File: config.mk
export PLATFORM = sky130hd
export DESIGN_NAME = digit_serial_adder
export DESIGN_NICKNAME = d
export VERILOG_FILES = /design/src/rtl/digit_serial_adder.sv
export SDC_FILE = /design/constraint.sdc
export NUM_CORES = 1
export LEC_CHECK = 0
export CORE_ASPECT_RATIO = 1.75
export CORE_MARGIN = 2
export CORE_UTILIZATION = 41
export CTS_CLUSTER_SIZE = 30
export DETAILED_ROUTE_END_ITERATION = 10
export HOLD_SLACK_MARGIN = 0.15
export PLACE_DENSITY_LB_ADDON = 0.05
export SLEW_MARGIN = 20
export SYNTH_ARGS = -nofsm -noshare
export SYNTH_HDL_FRONTEND = slang
export SYNTH_SLANG_ARGS = --single-unit
File: constraint.sdc
create_clock -name clk -period 4.6 [get_ports clk]
set_input_delay 0.92 -clock clk [delete_from_list [all_inputs] [get_ports clk]]
set_output_delay 0.92 -clock clk [all_outputs]
set_load 0.01 [all_outputs]
File: src/rtl/digit_serial_adder.sv
// Digit-serial adder: adds WIDTH-bit operands DIGIT bits per clock using a rippled 1-bit carry register.
// Optional subtract mode (sub port, a + ~b + 1) is enabled by defining DIGIT_SERIAL_ADDER_SUB_EN.
module digit_serial_adder #(
  parameter int WIDTH = 16,
  parameter int DIGIT = 4
) (
  input  logic             clk,
  input  logic             rst,
  input  logic             start,
  input  logic [WIDTH-1:0] a,
  input  logic [WIDTH-1:0] b,
  input  logic             cin,
`ifdef DIGIT_SERIAL_ADDER_SUB_EN
  input  logic             sub,
`endif
  output logic             ready,
  output logic             done,
  output logic [WIDTH-1:0] s,
  output logic             cout,
  output logic             ovf
);

  localparam int N     = WIDTH / DIGIT;
  localparam int CNT_W = (N > 1) ? $clog2(N) : 1;

  typedef enum logic [1:0] {IDLE, RUN, DONE} state_t;

  state_t             state, state_next;
  logic [CNT_W-1:0]   cnt;
  logic               carry;
  logic [WIDTH-1:0]   a_reg, b_reg;
  logic [WIDTH-1:0]   op_b;
  logic               op_cin;
  logic               last;
  logic [DIGIT-1:0]   a_dig, b_dig, sum_dig;
  logic [DIGIT:0]     dig_sum;
  logic               carry_next, msb_ovf;

`ifdef DIGIT_SERIAL_ADDER_SUB_EN
  // Subtraction folds into the adder: invert b at capture and seed the carry with 1.
  assign op_b   = sub ? ~b : b;
  assign op_cin = sub ? 1'b1 : cin;
`else
  assign op_b   = b;
  assign op_cin = cin;
`endif

  assign last  = (cnt == CNT_W'(N - 1));
  assign ready = (state == IDLE);
  assign done  = (state == DONE);

  // NOTE: every signal written in always_comb gets a default first, otherwise a latch is inferred.
  always_comb begin
    state_next = state;
    unique case (state)
      IDLE:    if (start) state_next = RUN;
      RUN:     if (last)  state_next = DONE;
      DONE:    state_next = IDLE;
      default: state_next = IDLE;
    endcase
  end

  always_comb begin
    a_dig      = a_reg[int'(cnt)*DIGIT +: DIGIT];
    b_dig      = b_reg[int'(cnt)*DIGIT +: DIGIT];
    dig_sum    = {1'b0, a_dig} + {1'b0, b_dig} + {{DIGIT{1'b0}}, carry};
    sum_dig    = dig_sum[DIGIT-1:0];
    carry_next = dig_sum[DIGIT];
    // Carry into the MSB is recovered from the MSB sum bit, so DIGIT=1 needs no special case.
    msb_ovf    = carry_next ^ a_dig[DIGIT-1] ^ b_dig[DIGIT-1] ^ sum_dig[DIGIT-1];
  end

  // NOTE: sequential state uses non-blocking assignments so all registers update from pre-edge values.
  always_ff @(posedge clk or posedge rst) begin
    if (rst) state <= IDLE;
    else     state <= state_next;
  end

  always_ff @(posedge clk or posedge rst) begin
    if (rst) begin
      a_reg <= '0;
      b_reg <= '0;
      carry <= 1'b0;
      cnt   <= '0;
      s     <= '0;
      cout  <= 1'b0;
      ovf   <= 1'b0;
    end else if (state == IDLE && start) begin
      a_reg <= a;
      b_reg <= op_b;
      carry <= op_cin;
      cnt   <= '0;
    end else if (state == RUN) begin
      s[int'(cnt)*DIGIT +: DIGIT] <= sum_dig;
      carry <= carry_next;
      // Counter parks on the last digit so the part-selects never leave the operand range.
      if (!last) cnt <= cnt + 1'b1;
      if (last) begin
        cout <= carry_next;
        ovf  <= msb_ovf;
      end
    end
  end

endmodule

[Word-level counts from Yosys, hierarchy flattened]
Index checks and enable logic that the tools add are counted.
Word-level totals
  register bits: 55
  ROM bits: 0
  input port bits: 36
  memories: 0
  latch bits: 0
  memory bits (writable): 0
  output and inout bits: 20
Cells by class
  eq/ne operators: 6
  div/mod/pow operators: 0
  add/subtract/negate cells: 4
  bitwise operators: 4
  multiply operators: 0
  multiplexer cells: 9
  reduce and logical (&&, ||, !) cells: 7
  magnitude comparators: 0
  shifts and indexed selects: 4
Operators by type and width (number)
  $neg A4 Y33: 1
  $shift A4 B33 Y16 const A: 1
  $shiftx A4 B33 Y16: 1
  $shiftx A16 B5 Y4: 2
  $bwmux W16: 1
  $mux W2: 5
  $reduce_and A2 Y1: 3
  $add A4 B4 Y5: 1
  $add A5 B1 Y5: 1
  $eq A2 B2 Y1 const B: 2
  $ne A2 B2 Y1 const B: 2
  $pmux W2 S2: 1
  $reduce_and A3 Y1: 1
  $xor A1 B1 Y1: 3
  $add A2 B1 Y2 const B: 1
  $eq A2 B1 Y1 const B: 1
  $logic_not A2 Y1: 1
  $mux W1: 2
  $ne A2 B1 Y1 const B: 1
  $reduce_bool A2 Y1: 1
  $logic_and A1 B1 Y1: 1
  $not A1 Y1: 1

[Longest topological paths before layout]
Gate-level depths: netlist of run 1.
  depth in word-level cells: 6
  depth in mapped cells: 9
  gate-level depth less buffers: 8

[Least setup slack after synthesis of run 1]
No wires, ideal clock.
  path type: reg2reg
  start: reg cnt[0]
  end: reg ovf
  slack: 1.447 ns
  stages on the path, launching flop included: 10
  path buffers: 1
  library setup time: 0.123 ns
  arrival time: 3.030 ns
  required time: 4.477 ns
  path through: dfrtp_1 buf_1 mux4_2 fa_1 fa_1 a21o_1 a21oi_1 xnor3_1 xnor2_1 o21ai_1
Between the ends
  cells in the longest elaborated chain, start to end: 6
RTL lines
  start: declaration: RTL line 29  | logic [CNT_W-1:0] cnt;
  start signal: assignment: RTL line 97  | if (!last) cnt <= cnt + 1'b1;
  $shiftx A16 B5 Y4 (on tied branches): RTL line 64, 65
  $add A4 B4 Y5: RTL line 66  | dig_sum = {1'b0, a_dig} + {1'b0, b_dig} + {{DIGIT{1'b0}}, carry};
  $add A5 B1 Y5: RTL line 66
  $xor A1 B1 Y1 (3 in a row): RTL line 70  | msb_ovf = carry_next ^ a_dig[DIGIT-1] ^ b_dig[DIGIT-1] ^ sum_dig[DIGIT-1];
  end signal: assignment: RTL line 100  | ovf <= msb_ovf;
  end: declaration: RTL line 20  | output logic ovf
Parallel ways exist; a longest one is shown, timed or not.
A chain may end at the register's enable or synchronous reset.

[Worst setup path in the final report of run 1]
Ends and elaborated chain as after synthesis.

==> results.py, run 1 <==
metrics = {
    "status": {
        "outcome": "finished, final reports clean",
    },
    "synth": {
        "synth_area_leaders": "dfrtp_1 (55%), mux2_2 (14%), mux4_2 (6.3%)",
        "synthArstFlopShare_pct": 100,
        "seq_area_frac_synth_pct": 55.1,
        "syn-cell-area_um2": 2500,
        "synth_top_cell_by_area": "dfrtp_1",
        "synth_edf_count": 0,
        "syn_nets": 220,
        "synth-seq-cells": 55,
        "syn_avg_cell_area_um2": 14.4,
        "synth_top_area_share_pct": 55.1,
        "synthFlopType": "dfrtp_1",
        "synthCells": 173,
        "yosysUniqueCellTypes": 26,
        "synth_warnings": 0,
    },
    "timing": {
        "finalCritPeriodShare_pct": 71.8,
        "final-hold-violation-count": 0,
        "slew_headroom_pct": 37.5,
        "slew_viol_final": 0,
        "post-route-min-period_ns": 3.30,
        "worst_pin_slew_ns": 0.938,
        "rsz0062_at_grt": "no",
        "setup_viol": 0,
        "setup_tns_ns": 0,
        "whs_ns": 0.497,
        "worst_clock_skew_ns": 0.00466,
        "fmax_mhz": 303,
    },
    "routing": {
        "drt_iter0_drc": 64,
        "drt-total-wl_um": 5080,
        "post_drt_wl_per_cell_um": 16.4,
        "vias": 1625,
        "antenna_left": 0,
        "vias_per_cell": 5.26,
        "dr.pass1.iters": 4,
        "drc": 0,
    },
    "min_path": {
        "hp-class": "register to register",
    },
    "final_layout": {
        "drive_above_1_share_pct": 21.6,
        "multi_input_area_um2": 1070,
        "fin_cells": 309,
        "most-common-layout-cells": "dfrtp_1 (55), clkdlybuf4s50_1 (55), mux2_2 (32), a22o_1 (15), nand2_1 (10)",
        "diodes": 0,
        "final_nets": 277,
        "ff_latch_area_um2": 1380,
        "n_fill_cell": 545,
        "area_growth_pct": 29.8,
        "final_util_pct": 55.2,
    },
    "clock_tree": {
        "cts_root_buffer": "clkbuf_8",
        "cts.clk_slew.worst_paths_ns": 0.09,
        "cts_tree": "built",
        "clkSinkCount": 55,
        "post_cts_resized": 0,
        "post-cts-setup-buffer-count": 0,
        "cts_buffers": 5,
        "ctsHtreeMaxLevel": 2,
        "insertion_delay_ns": 0.31,
        "clockBufferDepth": 2,
        "cts_hold_buf": 0,
    },
    "floorplanning": {
        "pin_count": 56,
        "die-area_um2": 6760,
        "initial_core_util_pct": 42.5,
        "core_area_um2": 5880,
        "rows": 37,
        "die_x_um": 63.0,
        "die_h_um": 107,
    },
    "power": {
        "ir_worst_vdd_v": 0.000331,
        "leakage_nw": 1.40,
        "cellPowerDensity_nw_per_um2": 788,
    },
    "global_routing": {
        "grt_pass1_vias": 1867,
        "grt.overflow.total": 0,
        "antenna_found_initial": 0,
        "grt_use_total_pct": 17.0,
        "met1_usage_pct": 17.4,
        "use_met3_pct": 3.45,
        "grt_pass1_wl_um": 8810,
        "busiest_layer": "met2",
        "grt_max_degree": 56,
        "met2_usage_pct": 31.5,
    },
    "critical_path": {
        "cp.required_ns": 4.84,
        "crit_chain": "mux4_2 -> fa_1 -> fa_1 -> a21o_1 -> a21oi_1 -> xnor3_1 -> xnor2_1 -> o21ai_1",
        "crit_path_max_incr_delay_ns": 0.80,
        "cpMostUsedCell": "fa_1",
        "slowest_stage": "dfrtp_1",
        "cp-end-kind": "register",
        "startpoint_type": "register",
        "worstPathArrival_ns": 3.54,
        "path_max_fanout": 16,
        "critical_path_class": "register to register",
    },
    "placement": {
        "place_congestion": 0.788,
        "numPortBuffers": 55,
        "dp_cells": 301,
        "dp_hpwl_um": 3860,
    },
    "job": {
        "maxCapViolations": 0,
    },
}
Yosys cell counts, drive strengths merged, types with 4 or more instances:
| library cell | count |
|---|---|
| nor2 | 5 |
| buf | 6 |
| a22o | 15 |
| mux4 | 8 |
| nand2 | 10 |
| dfrtp | 55 |
| o21ai | 5 |
| inv | 5 |
| ha | 9 |
| a21oi | 4 |
| mux2 | 32 |
cell families after synthesis:
group | Yosys count | share of synthesized area (%)
mux | 40 | 21.8
flops | 55 | 55.1
fa+ha+maj | 11 | 6.11
compound gates | 26 | 7.66
buf+inv | 11 | 1.90
simple gates | 25 | 5.16
xor+xnor | 5 | 2.30
cell type report:
class	instances	area share [%]
Timing Repair Buffer	56	17.2
Sequential cell	55	42.4
Tap cell	78	3.01
Multi-Input combinational cell	107	33.1
Clock buffer	6	2.55
Clock inverter	2	1.08
Inverter	5	0.617
critical path, delay by kind of cell (launching register included):
family                     cells  cell delay, ns
adders and majority gates      2            0.84
DFF                            1            0.80
muxes                          1            0.62
xor gates and xnor gates       2            0.41
AOI/OAI and AO/OA              3            0.57
per-layer routing:
metal  up-vias  routed length, µm  part of all wire, %
met5         -                  0                    0
met4         0                209                  4.1
met3        16                222                  4.4
met2        56               2820                   56
met1       809               1830                   36
li1        744                  -                    -
through the flow:
stage               area, µm²  worst slack [ns]  power, W
floorplan                2500              1.45   0.00180
global placement         3130              1.37   0.00221
detailed placement       3130              1.27   0.00226
CTS                      3240              1.27   0.00259
global route             3240              1.08   0.00277
finish                   3240              1.30   0.00255
final timing paths:
check,from,endpoint,depth (start not counted),slack (ns)
setup / recovery,cnt[0],ovf,8,1.30
max in group asynchronous,rst,b_reg[15],2,2.95
hold / removal,s[2],s[2],2,0.50
hold reg to reg,s[2],s[2],2,0.50
setup reg to reg,cnt[0],ovf,8,1.30
min in group asynchronous,rst,b_reg[9],2,1.09
where the power goes:
part | internal, W | switching (W)
clock network | 0.000176 | 0.000154
logic | 0.000710 | 0.000649
registers | 0.000704 | 0.000161
total | 0.00159 | 0.000964
No activity file was read; power rests on OpenSTA's default activity.
==> inputs of run 2 (changes only) <==
==> constraint.sdc (replaced) <==
create_clock -name clk -period 3.1 [get_ports clk]
set_input_delay 0.62 -clock clk [delete_from_list [all_inputs] [get_ports clk]]
set_output_delay 0.62 -clock clk [all_outputs]
set_load 0.01 [all_outputs]
==> run 2 against run 1 <==
  * Via count fell by 1.2%
  * Non-clock buffer count rose by 5
  * Register-to-register slack got worse by 1.1 ns
  * Final cell count rose by 1.6%
  * Die area did not move
==> results.py, run 2 (synthesis results as in run 1) <==
metrics = {
    "routing": {
        "dr.pass1.iters": 4,
        "vias": 1605,
        "drt-total-wl_um": 5050,
        "vias_per_cell": 5.11,
        "drt_iter0_drc": 54,
        "antenna_left": 0,
        "post_drt_wl_per_cell_um": 16.1,
        "drc": 0,
    },
    "floorplanning": {
        "die-area_um2": 6760,
        "die_x_um": 63.0,
        "core_area_um2": 5880,
        "initial_core_util_pct": 42.5,
        "die_h_um": 107,
        "pin_count": 56,
        "rows": 37,
    },
    "global_routing": {
        "antenna_found_initial": 0,
        "grt_pass1_vias": 1851,
        "grt_use_total_pct": 16.8,
        "met2_usage_pct": 32.1,
        "grt.overflow.total": 0,
        "grt_pass1_wl_um": 8740,
        "use_met3_pct": 2.62,
        "met1_usage_pct": 17.9,
        "busiest_layer": "met2",
        "grt_max_degree": 56,
    },
    "critical_path": {
        "path_max_fanout": 6,
        "crit_buf_inv": 0,
        "rr_worst_depth": 8,
        "worstReg2RegStart": "cnt[0]",
        "critical_path_class": "register to register",
        "path_delay_family": "adder cells",
        "worstPathArrival_ns": 3.15,
        "startpoint_type": "register",
        "crit_chain": "mux4_2 -> fa_1 -> fa_1 -> a21o_1 -> a21oi_1 -> xnor3_1 -> xnor2_1 -> o21ai_1",
        "crit_path_max_incr_delay_ns": 0.56,
        "slowest_stage": "mux4_2",
        "cpMostUsedCell": "fa_1",
        "r2r_slack_ns": 0.15,
        "reg2reg_to": "ovf",
        "cp-end-kind": "register",
        "cp.required_ns": 3.30,
    },
    "placement": {
        "dp_cells": 306,
        "numPortBuffers": 55,
        "dp_hpwl_um": 3990,
        "place_congestion": 0.808,
    },
    "clock_tree": {
        "clkSinkCount": 55,
        "cts_hold_buf": 0,
        "cts.clk_slew.worst_paths_ns": 0.10,
        "ctsHtreeMaxLevel": 2,
        "cts_root_buffer": "clkbuf_8",
        "post_cts_resized": 0,
        "insertion_delay_ns": 0.31,
        "post-cts-setup-buffer-count": 0,
        "cts_tree": "built",
        "cts_buffers": 5,
        "clockBufferDepth": 2,
    },
    "power": {
        "ir_worst_vdd_v": 0.000585,
        "leakage_nw": 1.40,
        "cellPowerDensity_nw_per_um2": 1160,
    },
    "timing": {
        "slew_headroom_pct": 55.3,
        "setup_tns_ns": 0,
        "post-route-min-period_ns": 2.95,
        "final-hold-violation-count": 0,
        "worst_pin_slew_ns": 0.671,
        "fmax_mhz": 339,
        "rsz0062_at_grt": "no",
        "worst_clock_skew_ns": 0.0111,
        "setup_viol": 0,
        "slew_viol_final": 0,
        "finalCritPeriodShare_pct": 95.2,
    },
    "min_path": {
        "holdCritStartpoint": "s[12]",
        "hp-class": "register to register",
        "min_path_cells": 1,
        "hold_path_end": "s[12]",
    },
    "final_layout": {
        "fin_cells": 314,
        "most-common-layout-cells": "dfrtp_1 (55), clkdlybuf4s50_1 (55), mux2_2 (32), a22o_1 (15), nand2_1 (10)",
        "area_growth_pct": 29.8,
        "n_fill_cell": 537,
        "final_nets": 282,
        "diodes": 0,
        "drive_above_1_share_pct": 22.5,
    },
    "job": {
        "maxCapViolations": 0,
    },
    "status": {
        "outcome": "finished, final reports clean",
    },
}
## run 2: cell types whose count changed in the layout (fill, tap and decap cells not counted)
cell / delta
inv_2: +1
clkbuf_1: +2
clkbuf_8: -1
buf_4: +5
bufinv_16: -1
clkinv_2: -1
## run 2: how the worst max path moves through the flow
stage           to  slack [ns]  depth (start not counted)  startpoint
6_report       ovf        0.15                          8      cnt[0]
4_1_cts        ovf        0.13                          8      cnt[0]
5_1_grt        ovf        0.02                          8      cnt[0]
3_3_place_gp   ovf        0.23                          8      cnt[0]
2_1_floorplan  ovf        0.12                          9      cnt[0]
3_5_place_dp   ovf        0.15                          8      cnt[0]
## run 2: layout make-up
cell class | instances | area, µm² | area share [%]
Inverter | 5 | 18.8 | 0.578
Clock inverter | 1 | 5.00 | 0.154
Clock buffer | 7 | 76.3 | 2.35
Multi-Input combinational cell | 107 | 1070 | 33.1
Sequential cell | 55 | 1380 | 42.4
Timing Repair Buffer | 61 | 596 | 18.4
Tap cell | 78 | 97.6 | 3.01
## run 2: layer usage
metal	vias to the layer above	wire length, µm
li1	756	-
met1	800	1800
met2	41	2980
met3	8	155
met4	0	102
met5	-	0
## run 2: through the flow
step                area [µm²]  total power, W  utilization [%]  hold slack [ns]  worst slack [ns]
floorplan                 2500         0.00267                -            0.472             0.116
global placement          3160         0.00339             53.8            0.469             0.234
detailed placement        3160         0.00346             53.8            0.490             0.152
CTS                       3240         0.00384             55.2            0.512             0.133
global route              3240         0.00408             55.2            0.530            0.0179
finish                    3240         0.00378             55.2            0.510             0.150
## run 2: power by group
group / internal [W] / leakage (nW) / switching (W)
combinational: 0.00113 / 0.676 / 0.00102
sequential: 0.00105 / 0.684 / 0.000193
clock: 0.000159 / 0.0422 / 0.000221
